**src/rtl/usb_line_monitor.sv**
```systemverilog
// -----------------------------------------------------------------------------
// usb_line_monitor
//
// Passive full-speed USB line monitor. The raw D+/D- pins are brought into
// the clk48 domain through a two-flop synchroniser and cleaned up by a glitch
// filter. The filtered bus state is then decoded to flag bus reset, idle and
// SE1 errors, and J<->K transitions are counted. The monitor never drives
// the bus.
//
// Optional feature (compile-time macro USB_LINE_MONITOR_EOP_EN):
//   when defined, adds end-of-packet detection (eop pulse + packets counter).
//   When undefined, those ports and their logic are absent.
//
// Parameters
//   FILTER_DEPTH : identical synchronised samples required before the
//                  filtered state may change (1..8)
//   RESET_CYCLES : SE0 cycles that make a bus reset
//   IDLE_CYCLES  : J cycles that make the bus idle
//   CNT_W        : width of se0_len, transitions and packets
//
// Ports
//   clk48        in   48 MHz sample clock
//   reset        in   asynchronous active-low reset
//   usb_d_p      in   raw D+ pin
//   usb_d_n      in   raw D- pin
//   clear        in   synchronous clear of counters and sticky flags
//   line_state   out  filtered state: 0=SE0, 1=J, 2=K, 3=SE1
//   bus_reset    out  one-cycle pulse when the SE0 run reaches RESET_CYCLES
//   reset_active out  high from the bus_reset pulse until SE0 ends
//   idle         out  high while J has lasted at least IDLE_CYCLES
//   se1_err      out  sticky SE1 flag
//   se0_len      out  current SE0 run length, saturating
//   transitions  out  count of filtered J<->K changes, wrapping
//   eop          out  (EOP_EN only) pulse on SE0(4..12 cycles)->J
//   packets      out  (EOP_EN only) count of EOPs, wrapping
// -----------------------------------------------------------------------------
module usb_line_monitor #(
    parameter int FILTER_DEPTH = 2,
    parameter int RESET_CYCLES = 480,
    parameter int IDLE_CYCLES  = 28,
    parameter int CNT_W        = 16
) (
    input  logic             clk48,
    input  logic             reset,
    input  logic             usb_d_p,
    input  logic             usb_d_n,
    input  logic             clear,
    output logic [1:0]       line_state,
    output logic             bus_reset,
    output logic             reset_active,
    output logic             idle,
    output logic             se1_err,
    output logic [CNT_W-1:0] se0_len,
    output logic [CNT_W-1:0] transitions
`ifdef USB_LINE_MONITOR_EOP_EN
    ,
    output logic             eop,
    output logic [CNT_W-1:0] packets
`endif
);

    typedef enum logic [1:0] {
        LS_SE0 = 2'd0,
        LS_J   = 2'd1,
        LS_K   = 2'd2,
        LS_SE1 = 2'd3
    } line_e;

    // Run counter only needs to reach FILTER_DEPTH (max 8).
    localparam int               RUN_W     = 4;
    localparam logic [RUN_W-1:0] RUN_MAX   = RUN_W'(FILTER_DEPTH);
    localparam int               J_W       = $clog2(IDLE_CYCLES + 1);
    localparam logic [J_W-1:0]   J_MAX     = J_W'(IDLE_CYCLES);
    localparam logic [CNT_W-1:0] CNT_MAX   = '1;
    localparam logic [CNT_W-1:0] RESET_VAL = CNT_W'(RESET_CYCLES);

    // Synchroniser and glitch filter
    logic [1:0]       sync1_q, sync1_d;
    logic [1:0]       sync2_q, sync2_d;
    line_e            s_code;
    line_e            cand_q, cand_d;
    logic [RUN_W-1:0] run_q, run_d;
    line_e            line_state_q, line_state_d;

    // Line decode
    logic [CNT_W-1:0] se0_raw;
    logic [CNT_W-1:0] se0_len_q, se0_len_d;
    logic             bus_reset_q, bus_reset_d;
    logic             fired_q, fired_d;
    logic             reset_active_q, reset_active_d;
    logic [J_W-1:0]   j_cnt_q, j_cnt_d;
    logic             idle_q, idle_d;
    logic             se1_err_q, se1_err_d;
    logic [CNT_W-1:0] transitions_q, transitions_d;
    logic             jk_swap;

    always_comb begin
        sync1_d = {usb_d_p, usb_d_n};
        sync2_d = sync1_q;

        // Sample {D+,D-} is reordered so that D+ high decodes to J (1) and
        // D- high decodes to K (2).
        s_code = line_e'({sync2_q[0], sync2_q[1]});
        cand_d = s_code;

        // Count how many consecutive samples have been identical; saturate
        // at FILTER_DEPTH since only "long enough" matters.
        if (s_code == cand_q) begin
            run_d = (run_q == RUN_MAX) ? run_q : run_q + RUN_W'(1);
        end else begin
            run_d = RUN_W'(1);
        end

        line_state_d = (run_d == RUN_MAX) ? s_code : line_state_q;

        // SE0 run length before clear is applied; the bus_reset threshold
        // is judged on this so that a coinciding clear cannot swallow it.
        if (line_state_d == LS_SE0) begin
            se0_raw = (se0_len_q == CNT_MAX) ? se0_len_q : se0_len_q + CNT_W'(1);
        end else begin
            se0_raw = '0;
        end
        se0_len_d = clear ? '0 : se0_raw;

        // fired_q remembers that this SE0 run already pulsed, so a clear
        // mid-run cannot produce a second pulse when se0_len climbs again.
        bus_reset_d = (line_state_d == LS_SE0) && (se0_raw == RESET_VAL) && !fired_q;
        fired_d     = (line_state_d == LS_SE0) && (fired_q || bus_reset_d);

        if (clear || (line_state_d != LS_SE0)) begin
            reset_active_d = 1'b0;
        end else if (bus_reset_d) begin
            reset_active_d = 1'b1;
        end else begin
            reset_active_d = reset_active_q;
        end

        if (clear || (line_state_d != LS_J)) begin
            j_cnt_d = '0;
        end else begin
            j_cnt_d = (j_cnt_q == J_MAX) ? j_cnt_q : j_cnt_q + J_W'(1);
        end
        idle_d = (j_cnt_d == J_MAX) && (line_state_d == LS_J);

        jk_swap = ((line_state_q == LS_J) && (line_state_d == LS_K)) ||
                  ((line_state_q == LS_K) && (line_state_d == LS_J));
        transitions_d = clear ? '0 : transitions_q + {{(CNT_W-1){1'b0}}, jk_swap};

        se1_err_d = !clear && (se1_err_q || (line_state_d == LS_SE1));
    end

    always_ff @(posedge clk48 or negedge reset) begin
        if (!reset) begin
            sync1_q        <= 2'b00;
            sync2_q        <= 2'b00;
            cand_q         <= LS_SE0;
            run_q          <= '0;
            line_state_q   <= LS_SE0;
            se0_len_q      <= '0;
            bus_reset_q    <= 1'b0;
            fired_q        <= 1'b0;
            reset_active_q <= 1'b0;
            j_cnt_q        <= '0;
            idle_q         <= 1'b0;
            se1_err_q      <= 1'b0;
            transitions_q  <= '0;
        end else begin
            sync1_q        <= sync1_d;
            sync2_q        <= sync2_d;
            cand_q         <= cand_d;
            run_q          <= run_d;
            line_state_q   <= line_state_d;
            se0_len_q      <= se0_len_d;
            bus_reset_q    <= bus_reset_d;
            fired_q        <= fired_d;
            reset_active_q <= reset_active_d;
            j_cnt_q        <= j_cnt_d;
            idle_q         <= idle_d;
            se1_err_q      <= se1_err_d;
            transitions_q  <= transitions_d;
        end
    end

    assign line_state   = line_state_q;
    assign bus_reset    = bus_reset_q;
    assign reset_active = reset_active_q;
    assign idle         = idle_q;
    assign se1_err      = se1_err_q;
    assign se0_len      = se0_len_q;
    assign transitions  = transitions_q;

`ifdef USB_LINE_MONITOR_EOP_EN
    // EOP = SE0 lasting 4..12 cycles followed directly by J. The SE0 length
    // is tracked separately from se0_len so that clear cannot distort it.
    localparam logic [3:0] EOP_SAT = 4'd13;
    localparam logic [3:0] EOP_MIN = 4'd4;
    localparam logic [3:0] EOP_MAX = 4'd12;

    logic [3:0]       eop_len_q, eop_len_d;
    logic             eop_q, eop_d;
    logic [CNT_W-1:0] packets_q, packets_d;

    always_comb begin
        if (line_state_d == LS_SE0) begin
            eop_len_d = (eop_len_q == EOP_SAT) ? eop_len_q : eop_len_q + 4'd1;
        end else begin
            eop_len_d = 4'd0;
        end
        eop_d = (line_state_q == LS_SE0) && (line_state_d == LS_J) &&
                (eop_len_q >= EOP_MIN) && (eop_len_q <= EOP_MAX);
        packets_d = clear ? '0 : packets_q + {{(CNT_W-1){1'b0}}, eop_d};
    end

    always_ff @(posedge clk48 or negedge reset) begin
        if (!reset) begin
            eop_len_q <= 4'd0;
            eop_q     <= 1'b0;
            packets_q <= '0;
        end else begin
            eop_len_q <= eop_len_d;
            eop_q     <= eop_d;
            packets_q <= packets_d;
        end
    end

    assign eop     = eop_q;
    assign packets = packets_q;
`endif

endmodule

```
**config.mk**
```make
export PLATFORM = sky130hd
export DESIGN_NAME = usb_line_monitor
export DESIGN_NICKNAME = d
export VERILOG_FILES = /design/src/rtl/usb_line_monitor.sv
export SDC_FILE = /design/constraint.sdc
export NUM_CORES = 1
export LEC_CHECK = 0
export ABC_AREA = 1
export CORE_MARGIN = 3
export CORE_UTILIZATION = 55
export CTS_CLUSTER_DIAMETER = 200
export CTS_CLUSTER_SIZE = 12
export DETAILED_ROUTE_END_ITERATION = 10
export GPL_ROUTABILITY_DRIVEN = 0
export MAX_ROUTING_LAYER = met4
export PLACE_DENSITY = 0.81
export SLEW_MARGIN = 5
export SYNTH_ARGS = -nofsm -noshare
export SYNTH_HDL_FRONTEND = slang
export SYNTH_SLANG_ARGS = --single-unit
```
**constraint.sdc**
```tcl
create_clock -name clk48 -period 6.4 [get_ports clk48]
set_input_delay 1.28 -clock clk48 [delete_from_list [all_inputs] [get_ports clk48]]
set_output_delay 1.28 -clock clk48 [all_outputs]
set_load 0.01 [all_outputs]
```
After elaboration in Yosys (flattened, before gate mapping)
Cells that the tools add are included.
{"block": "totals", "reg_bits": 54, "latch_bits": 0, "ramBits": 0, "rom_bits": 0, "inputBits": 5, "out_inout_bits": 38, "word_cells": 58, "mem_count": 0}
{"block": "classes", "n_addsub": 4, "n_mul": 0, "n_div": 0, "order_cmp": 0, "n_eq_ne": 13, "shift": 0, "muxes": 11, "bitwise_logic": 0, "n_reduce_logical": 17}
{"cell": "16-bit 2-to-1 mux", "count": 4}
{"cell": "16-bit by 1-bit adder with 16-bit output", "count": 1}
{"cell": "16-bit by 1-bit adder with 16-bit output (second input constant)", "count": 1}
{"cell": "16-bit == test (second input constant)", "count": 1}
{"cell": "16-bit by 9-bit == test with 1-bit output (second input constant)", "count": 1}
{"cell": "5-bit == test (second input constant)", "count": 2}
{"cell": "5-bit 2-to-1 mux", "count": 2}
{"cell": "4-bit by 2-bit == test with 1-bit output (second input constant)", "count": 2}
{"cell": "4-bit 2-to-1 mux", "count": 2}
{"cell": "1-bit logical AND", "count": 7}
{"cell": "2-bit == test (second input constant)", "count": 3}
{"cell": "5-bit by 1-bit adder with 5-bit output (second input constant)", "count": 1}
{"cell": "1-bit logical OR", "count": 5}
{"cell": "4-bit by 1-bit adder with 4-bit output (second input constant)", "count": 1}
{"cell": "2-bit by 1-bit == test with 1-bit output (second input constant)", "count": 2}
{"cell": "2-bit nonzero test", "count": 2}
{"cell": "2-bit == test", "count": 1}
{"cell": "1-bit logical NOT", "count": 2}
{"cell": "2-bit logical NOT", "count": 1}
{"cell": "1-bit 2-to-1 mux", "count": 2}
{"cell": "2-bit 2-to-1 mux", "count": 1}
{"cell": "2-bit by 1-bit inequality test with 1-bit output (second input constant)", "count": 1}

Depth between registers and ports, before layout
Gate-level depths: netlist of run 1.
{"block": "logic_depth", "depth_word": 12, "mapped_depth": 27, "mapped_depth_nobuf": 27}

Least setup slack after synthesis of run 1
No wires, ideal clock.
{"block": "synth_path", "kind": "register to register", "startpoint": "register run_q[0]", "endpoint": "register transitions_q[14] (netlist: transitions[14])", "setup_ns": 0.134, "arrival_ns": 2.793, "t_required_ns": 6.266, "path_slack_ns": 3.473, "stages_incl_launch_ff": 25, "path_cell_list": "dfrtp_1 > inv_1 > ha_1 > nand2_1 > nand2_1 > nand2_1 > nor2_2 > nand3_1 > nand2_1 > nand2_1 > o41ai_1 > ha_1 > nand2_1 > inv_1 > nand2_1 > nor2_1 > nand2_1 > nor2_1 > nand2_1 > nor2_1 > nand2_1 > nor2_1 > inv_1 > nor3_1 > nor3_1"}
{"block": "synth_via", "elab_chain_cells": 10}
{"element": "start: declaration", "line_no": "82", "source": "logic [RUN_W-1:0] run_q, run_d;"}
{"element": "start signal: assignment", "line_no": "171", "source": "run_q <= run_d;"}
{"element": "4-bit by 1-bit adder with 4-bit output or 4-bit by 2-bit == test with 1-bit output (tied branches)", "line_no": "109", "source": "run_d = (run_q == RUN_MAX) ? run_q : run_q + RUN_W'(1);"}
{"element": "4-bit 2-to-1 mux *", "line_no": "109"}
{"element": "4-bit 2-to-1 mux *", "line_no": "108", "source": "if (s_code == cand_q) begin"}
{"element": "4-bit by 2-bit == test with 1-bit output *", "line_no": "114", "source": "line_state_d = (run_d == RUN_MAX) ? s_code : line_state_q;"}
{"element": "2-bit 2-to-1 mux *", "line_no": "114"}
{"element": "2-bit == test or 2-bit by 1-bit == test with 1-bit output (tied branches)", "line_no": "145, 146"}
{"element": "1-bit logical AND, on equally long branches", "line_no": "145, 146"}
{"element": "1-bit logical OR *", "line_no": "145", "source": "jk_swap = ((line_state_q == LS_J) && (line_state_d == LS_K)) ||"}
{"element": "16-bit by 1-bit adder with 16-bit output *", "line_no": "147", "source": "transitions_d = clear ? '0 : transitions_q + {{(CNT_W-1){1'b0}}, jk_swap};"}
{"element": "16-bit 2-to-1 mux *", "line_no": "147"}
{"element": "named net transitions_d[14]", "line_no": "94", "source": "logic [CNT_W-1:0] transitions_q, transitions_d;"}
{"element": "end signal: assignment", "line_no": "180", "source": "transitions_q <= transitions_d;"}
{"element": "end: declaration", "line_no": "94"}
The timed path passes the listed nets; every way through them passes the cells marked *.
A chain may end at the register's enable or synchronous reset.

Worst setup path after layout of run 1
{"block": "layout_path", "startpoint": "register run_q[0]", "endpoint": "register transitions_q[12] (netlist: transitions[12])"}
Same word-level chain as after synthesis.

==> qor.yml, run 1 <==
slew_headroom_pct: 56.4
final_nets: 418
cts_buffer_depth: 2
die_w_um: 77.8
yosys.area.top_type: "dfrtp_1"
critPathMaxFanout: 5
cts.repair.resized: 0
drt-wirelength-per-cell_um: 12.3
skew_ns: 0.00397
syn_avg_cell_area_um2: 7.87
grt_pass1_wl_um: 10400
tightestPinTransition_ns: 0.654
wirelength_um: 5820
status: "completed"
root_buffer: "clkbuf_8"
hold_viol: 0
layout-drive-gt1-share_pct: 8.60
numClockSinks: 54
ys_ff_latch: 54
comb_power_share_pct: 14.7
area_delta_synth_final_pct: 20.9
syn_nets: 372
cts_buffers: 5
maxSlewViolCount: 0
dp_hpwl_um: 4280
cpPeakStageDelay_ns: 0.43
seqPwrFrac_pct: 52.7
setup_violations: 0
use_met1_pct: 28.3
synth_ff_type: "dfrtp_1"
grt_busiest_layer: "met2"
fillers: 425
ys_seq_area_share_pct: 47.7
vias: 2406
synth_area_mm2: 0.00283
drc: 0
antenna_found_initial: 0
fin_crit_ns: 3.36
maxCapViolCount: 0
rsz0062_at_grt: "false"
critical_path_class: "reg -> reg"
ys_types: 30
fin_crit_sh_pct: 52.5
critPathLaunchType: "flop"
grt_pass1_vias: 2322
final_util_pct: 70.7
sw_frac_of_total_pct: 27.0
critical_path_arrival_ns: 3.55
grt_util_met3_pct: 4.06
required_ns: 6.59
die_area_mm2: 0.00605
die_y_um: 77.8
io_pins: 43
via_per_inst: 5.08
switchingPower_uw: 188
p_int_uw: 509
diodes: 0
met2_usage_pct: 34.1
crit_chain: "inv_1 > ha_1 > nand2_1 > nand2_1 > nand2_1 > nor2_2 > nand3_1 > nand2_1 > nand2_1 > o41ai_1 > ha_1 > nand2_1 > inv_1 > nand2_1 > nor2_1 > nand2_1 > nor2_1 > nand2_1 > nor2_1 > nand2_1 > nor2_1 > inv_1 > o21ai_0 > a21oi_1"
start_util_pct: 58.4
leakagePower_uw: 0.00155
drt_iter0_drc: 116
ctsHoldBuffers: 0
peakVddDrop_v: 0.000104
worst_setup_path_end_kind: "flop"
yosys-top-cells-area: "dfrtp_1 48%, nand2_1 10%, nor2_1 8.1%"
clk_pin_slew_ns: 0.09
insertion_delay_ns: 0.31
ys_warn_count: 0
cts.htree.levels: 2
synthArstFlopShare_pct: 100
synth_top_area_share_pct: 47.7
clkPwrFrac_pct: 32.6
hold_path_class: "reg -> reg"
grt_use_total_pct: 21.8
first_pass_iters: 4
numPortBuffers: 42
core_mm2: 0.00485
worst_path_most_repeated_cell: "nand2_1"
slowest_stage: "dfrtp_1"
setup_tns_ns: 0
overflow: 0
fmax_mhz: 298
grt_max_degree: 55
ant_nets: 0
num_rows: 25
synth_edf_count: 0
netlist_instances: 360
post_cts_buffers: 0
powerDensity_mw_per_mm2: 204
cts_tree: "built"
==> cells in the mapped netlist (6+ instances only) <==
cell     number
dfrtp_1      54
nand4_1       9
nor2_1       61
a21oi_1      12
o21ai_0       8
nor3_1        6
ha_1          7
inv_1        47
nand3_1      27
nand2_1      79
nor2_2        6
==> cell usage in the layout, fill, tap and decap left out, drive strengths merged, types with 5 or more instances in the layout <==
cell and count:
inv 51, clkdlybuf4s50 41, xnor2 5, dfrtp 54, a21oi 15, nand2 85
a31oi 5, nand4 9, ha 7, nor3 6, clkbuf 6, o21ai 9
nor2 72, nand3 27
==> kinds of logic after synthesis <==
family	count (synthesis)	share of synthesized area [%]
xor gates and xnor gates	9	2.78
and+or+nand+nor	203	32.4
DFF	54	47.7
AOI/OAI and AO/OA	31	6.32
adders and majority gates	7	3.09
buffers and inverters	56	7.73
==> path summary, 6_finish.rpt <==
check / start / end / depth (start not counted) / slack [ns]
max reg2reg: run_q[0] / transitions[12] / 24 / 3.04
min: sync1_q[0] / sync2_q[0] / 0 / 0.37
min in group asynchronous: reset / se0_len[13] / 2 / 1.07
min reg2reg: sync1_q[0] / sync2_q[0] / 0 / 0.37
max: run_q[0] / transitions[12] / 24 / 3.04
max in group asynchronous: reset / se0_len[3] / 2 / 4.89
==> cell type report <==
cell class	count	area, um^2	share of cell area, %
clock buffer	6	72.6	2.12
clock inverter	2	37.5	1.10
inverter	52	195	5.70
multi-input combinational	250	1260	36.9
sequential	54	1350	39.4
tap	67	83.8	2.45
timing repair buffer	43	423	12.3
==> power groups by stage <==
stage               Sequential (uW)  Combinational [uW]  Clock, uW
floorplan                       376                60.3          0
global route                    370                 116        245
CTS                             368                 104        232
detailed placement              375                 103          0
finish                          368                 103        227
global placement                374                 100          0
==> worst max-delay path, delay by kind of cell (launching register included) <==
family,cells,cell delay (ns)
and+or+nand+nor,16,1.50
AOI/OAI and AO/OA,3,0.64
DFF,1,0.43
adders and majority gates,2,0.40
buffers and inverters,3,0.28
==> per-layer routing <==
metal	vias up	share of wire [%]	wire length, um
li1	1227	-	-
met1	1122	48	2810
met2	50	47	2720
met3	7	3.7	216
met4	0	1.2	69
met5	-	0	0
==> stage by stage <==
step / power (uW) / setup WS [ns] / area [um^2] / std cells / hold WS, ns
finish: 698 / 3.04 / 3430 / 474 / 0.365
global route: 730 / 2.61 / 3430 / 474 / 0.376
CTS: 704 / 3.03 / 3430 / 474 / 0.368
detailed placement: 478 / 3.03 / 3320 / 466 / 0.345
global placement: 474 / 3.30 / 3320 / 466 / 0.334
floorplan: 436 / 3.47 / 2830 / 360 / 0.331
==> sequential cells by signal (all words and copies together), names as in the netlist <==
name / cells
se0_len: 16
transitions: 16
j_cnt_q: 5
run_q: 4
cand_q: 2
line_state: 2
sync1_q: 2
sync2_q: 2
bus_reset: 1
fired_q: 1
idle: 1
reset_active: 1
se1_err: 1
Note: power is estimated with default switching activity, not from simulation.
==> run 2, diff against run 1 <==
CORE_UTILIZATION = 54   (was 55)
PLACE_DENSITY = 0.8   (was 0.81)
clock period = 3.5 ns   (was 6.4 ns; I/O delays follow)
==> run 2 against run 1 <==
Sequential share of layout area decreased by 0.50 points. Combinational power up 110%. Sequential power increased by 84%. Final area rose by 1.4%. Sequential cell count is the same. Routed wire length rose by 6.0%. Via count is 1.8% higher. Clock-buffer cell count unchanged. Global-route usage shrank 0.096 points.
==> qor.yml, run 2 (same netlist as run 1, synthesis figures left out) <==
via_per_inst: 5.16  # +1.6%
critPathMaxFanout: 5  # unchanged
final_nets: 421  # +0.72%
die_w_um: 78.4  # +0.85%
hold_viol: 0  # unchanged
ff2ff_path_depth: 26  # +8.3%
critPathLaunchType: "flop"
dp_hpwl_um: 4540  # +6.0%
overflow: 0  # unchanged
die_y_um: 78.4  # +0.85%
numPortBuffers: 42  # unchanged
peakVddDrop_v: 0.000294  # +180%
core_mm2: 0.00488  # +0.65%
required_ns: 3.67  # -2.92 ns
start_util_pct: 58.1  # -0.37 points
fmax_mhz: 294  # -1.2%
grt_max_degree: 36  # -35%
final_common_cell: "nand2_1"
diodes: 0  # unchanged
fillers: 421  # -0.94%
leakagePower_uw: 0.00157  # +1.2%
worst-path-buf-inv: 4  # +1
numClockSinks: 54  # unchanged
worst_path_most_repeated_cell: "nand2_1"
fin_crit_ns: 3.40  # +0.0396 ns
fin_crit_sh_pct: 97.1  # +45 points
io_pins: 43  # unchanged
worst_setup_path_end_kind: "flop"
ant_nets: 0  # unchanged
status: "completed"
holdPathStages: 0  # unchanged
clk_pin_slew_ns: 0.09  # about the same
num_rows: 25  # unchanged
root_buffer: "clkbuf_8"
rrSetupSlack_ns: 0.10  # -2.94 ns
grt_pass1_wl_um: 10400  # +0.26%
powerDensity_mw_per_mm2: 353  # +73%
wirelength_um: 6170  # +6.0%
cts_buffer_depth: 2  # unchanged
vias: 2449  # +1.8%
cts_tree: "built"
antenna_found_initial: 0  # unchanged
drt-wirelength-per-cell_um: 13.0  # +5.7%
first_pass_iters: 4  # unchanged
cpLargestDelayFamily: "simple AND/OR/NAND/NOR gates"
critical_path_arrival_ns: 3.57  # +0.02 ns
setup_violations: 0  # unchanged
drt_iter0_drc: 220  # +90%
drc: 0  # unchanged
cts_buffers: 5  # unchanged
final_util_pct: 71.2  # +0.52 points
cpPeakStageDelay_ns: 0.45  # +0.02 ns
hold_path_class: "reg -> reg"
slowest_stage: "dfrtp_2"
power.total_uw: 1220  # +75%
die_area_mm2: 0.00615  # +1.7%
maxCapViolCount: 0  # unchanged
layout-drive-gt1-share_pct: 12.7  # +4.1 points
skew_ns: 0.0102  # +0.00627 ns
grt_use_total_pct: 21.7  # -0.096 points
crit_cells: 26  # +8.3%
layout_setup_ws_ns: 0.101  # -2.94 ns
hold_ws_ns: 0.370  # +0.00483 ns
tightestPinTransition_ns: 0.783  # +0.129 ns
slew_headroom_pct: 47.8  # -8.6 points
area_delta_synth_final_pct: 22.6
insertion_delay_ns: 0.29  # -0.02 ns
grt_pass1_vias: 2362  # +1.7%
cts.htree.levels: 2  # unchanged
critical_path_class: "reg -> reg"
maxSlewViolCount: 0  # unchanged
mostFrequentLayoutCells: "77 x nand2_1, 57 x nor2_1, 53 x dfrtp_1"
dpl_worst_slack_ns: 0.143  # -2.88 ns
==> run 2: area by class of cell <==
cell class | instances | area, um^2 | share of cell area [%]
Timing Repair Buffer | 46 | 445 | 12.8
Tap cell | 67 | 83.8 | 2.41
Sequential cell | 54 | 1350 | 38.9
Inverter | 52 | 198 | 5.69
Clock buffer | 6 | 82.6 | 2.38
Multi-Input combinational cell | 250 | 1310 | 37.8
==> run 2: path summary, 6_finish.rpt <==
kind                             from         endpoint
setup / recovery             run_q[0]  transitions[14]
hold / removal             sync1_q[1]       sync2_q[1]
setup reg to reg             run_q[0]  transitions[14]
hold reg to reg            sync1_q[1]       sync2_q[1]
max in group asynchronous       reset         run_q[0]
min in group asynchronous       reset   transitions[9]
==> run 2: through the flow <==
stage / std cells / area [um^2] / setup TNS, ns
after floorplan: 360 / 2830 / 0
after global placement: 466 / 3320 / 0
after detailed placement: 466 / 3320 / 0
after CTS: 472 / 3400 / 0
after global routing: 475 / 3470 / -0.396
final: 475 / 3470 / 0
==> run 2: worst register-to-register path: stages (launching register included) <==
cell and delay, ns:
dfrtp_2 0.45, inv_2 0.07, ha_1 0.15, nand2_1 0.07
nand2_1 0.09, nand2_1 0.06, nor2_2 0.14, nand4_1 0.14
nand2_2 0.15, inv_4 0.07, nor2_4 0.12, nand3_2 0.10
o41ai_4 0.07, ha_2 0.22, nand2_1 0.06, inv_2 0.06
nand2_1 0.07, nor2_2 0.16, nand2_1 0.09, nor2_2 0.16
nand2_2 0.09, nor2_2 0.14, nand2_1 0.10, nor2_2 0.20
inv_2 0.07, nor3_2 0.10, nor3_1 0.07
==> run 2: power breakdown <==
part	leakage [uW]	internal [uW]	switching, uW
clock network	0.0000431	153	184
logic	0.000796	80.8	131
registers	0.000727	648	27.3
total	0.00157	882	342
==> run 2: repair_timing <==
item / in CTS / in global routing
hold buffers: 0 / 0
buffers inserted: 0 / 3
gates resized for setup: 0 / 18
setup endpoints to repair: 0 / 4
==> run 2: routing by layer <==
metal / vias up / global-route usage (%) / wire, um
met5: - / - / 0
met4: 0 / 5.42 / 111
met3: 10 / 3.56 / 235
met2: 64 / 35.6 / 3060
met1: 1143 / 28.4 / 2760
li1: 1232 / - / -
==> run 3, diff against run 2 <==
CORE_MARGIN = default   (was 3)
HOLD_SLACK_MARGIN = 0.06   (was default)
==> run 3 against run 2 <==
Maximum frequency grew 5.5%. Core utilization shrank 0.18 points. Hold slack lost 0.0057 ns. Via count grew 1.1%. Highest routed layer unchanged. Global-route usage grew 2.2 points. Largest power group unchanged. Sequential share of layout area grew 0.062 points.
==> qor.yml, run 3 (same netlist as run 1, synthesis figures left out) <==
fmax_mhz: 310  # +5.5%
cts_tree: "built"
peakVddDrop_v: 0.000267  # -9.3%
diodes: 0  # unchanged
place_area_mm2: 0.00332  # +0.23%
rsz0062_at_grt: "true"
vias: 2476  # +1.1%
grt_util_met3_pct: 4.47  # +0.92 points
worst_setup_path_end_kind: "flop"
grt_busiest_layer: "met2"
cts_buffer_depth: 2  # unchanged
core_mm2: 0.00488  # unchanged
r2r_start: "run_q[0]"
grt_max_degree: 26  # -28%
first_pass_iters: 5  # +1
layout-drive-gt1-share_pct: 11.0  # -1.7 points
fin_crit_ns: 3.22  # -0.177 ns
fin_area_mm2: 0.00346  # -0.25%
die_w_um: 74.4  # -5.1%
slew_headroom_pct: 63.6  # +16 points
hold_path_class: "in -> async"
seqCellArea_mm2: 0.00135  # about the same
dp_hpwl_um: 4450  # -2.1%
skew_ns: 0.00630  # -0.00394 ns
powerDensity_mw_per_mm2: 372  # +5.6%
area_delta_synth_final_pct: 22.3
leakagePower_uw: 0.00156  # -0.30%
mostFrequentLayoutCells: "78 x nand2_1, 57 x nor2_1, 54 x dfrtp_1"
met2_usage_pct: 38.1  # +2.5 points
final_nets: 419  # -0.48%
drc: 0  # unchanged
dpl_worst_slack_ns: 0.250  # +0.107 ns
overflow: 0  # unchanged
fillers: 398  # -5.5%
tightestPinTransition_ns: 0.546  # -0.236 ns
cts_buffers: 5  # unchanged
cts.htree.levels: 2  # unchanged
setup_violations: 0  # unchanged
numPortBuffers: 42  # unchanged
multiInputGateArea_mm2: 0.00129  # -1.5%
drt_iter0_drc: 149  # -32%
regToRegEndpoint: "transitions[14]"
wirelength_um: 6000  # -2.8%
insertion_delay_ns: 0.31  # +0.02 ns
ant_nets: 0  # unchanged
antenna_found_initial: 0  # unchanged
critical_path_arrival_ns: 3.41  # -0.16 ns
critical_path_class: "reg -> reg"
die_area_mm2: 0.00554  # -9.9%
root_buffer: "clkbuf_8"
io_pins: 43  # unchanged
num_rows: 25  # unchanged
grt_use_total_pct: 23.9  # +2.2 points
start_util_pct: 58.1  # unchanged
hold_viol: 0  # unchanged
ff2ff_path_depth: 26  # unchanged
critPathMaxFanout: 5  # unchanged
use_met1_pct: 31.2  # +2.9 points
maxCapViolCount: 0  # unchanged
grt_pass1_wl_um: 9690  # -6.6%
die_y_um: 74.4  # -5.1%
rrSetupSlack_ns: 0.28  # +0.18 ns
status: "completed"
final_common_cell: "nand2_1"
ctsHoldBuffers: 0  # unchanged
numClockSinks: 54  # unchanged
layout_setup_ws_ns: 0.278  # +0.177 ns
drt-wirelength-per-cell_um: 12.6  # -2.8%
grt_pass1_vias: 2213  # -6.3%
critPathLaunchType: "flop"
clk_pin_slew_ns: 0.10  # about the same
maxSlewViolCount: 0  # unchanged
via_per_inst: 5.21  # +1.1%
fin_crit_sh_pct: 92.1  # -5.1 points
required_ns: 3.69  # +0.02 ns
## run 3: cell types whose count changed in the layout (fill, tap and decap cells not counted), sizes merged
cell,previous run,this run
buf,5,3
bufinv,0,1
clkbuf,6,5
clkinv,1,2
inv,51,52
## run 3: layer usage
| layer | wire (um) | part of all wire [%] |
|---|---|---|
| met1 | 2730 | 46 |
| met2 | 2860 | 48 |
| met3 | 299 | 5.0 |
| met4 | 108 | 1.8 |
| met5 | 0 | 0 |
## run 3: repair_timing
action	4_1_cts	5_1_grt
resized for setup	0	8
setup endpoints to repair	0	6
setup buffers	0	0
## run 3: worst max path at each step
stage,from,endpoint,slack [ns],cells past startpoint
finish,run_q[0],transitions[14],0.28,26
global route,run_q[0],transitions[14],-0.06,26
CTS,run_q[0],transitions[14],0.17,24
detailed placement,run_q[0],transitions[14],0.25,24
global placement,run_q[0],transitions[14],0.40,24
floorplan,run_q[0],transitions[14],0.57,24
## run 3: worst max-delay path, cell delays in order, from the launching register on
cell,delay [ns]
dfrtp_1,0.43
inv_1,0.11
ha_1,0.17
nand2_1,0.07
nand2_1,0.08
nand2_1,0.06
nor2_2,0.11
nand4_1,0.12
nand2_2,0.14
inv_2,0.09
nor2_4,0.12
nand3_1,0.10
o41ai_2,0.08
ha_2,0.23
nand2_1,0.05
inv_1,0.07
nand2_1,0.07
nor2_2,0.12
nand2_1,0.06
nor2_1,0.11
nand2_1,0.09
nor2_2,0.11
nand2_1,0.09
nor2_2,0.13
inv_1,0.09
nor3_1,0.13
nor3_1,0.06
## run 3: layout make-up
| type | instances | area share [%] |
|---|---|---|
| inverters | 52 | 5.63 |
| clock buffers | 5 | 1.99 |
| repair buffers | 44 | 12.4 |
| multi-input cells | 250 | 37.3 |
| flip-flops and latches | 54 | 39.0 |
| clock inverters | 3 | 1.26 |
| well taps | 67 | 2.42 |
## run 3: report_power, final
part,total (uW),switching [uW],internal [uW]
combinational,197,125,72.3
sequential,672,23.8,648
clock,421,206,215
## run 3: metrics by stage
step                      util, %  hold WS, ns  instances  setup TNS, ns  power [uW]
after floorplan                 -        0.331        360              0         798
after global placement       68.1        0.333        467              0         868
after detailed placement     68.1        0.348        467              0         874
after CTS                    70.4        0.368        475              0        1300
after global routing         71.0        0.387        475         -0.112        1340
final                        71.0        0.364        475              0        1290
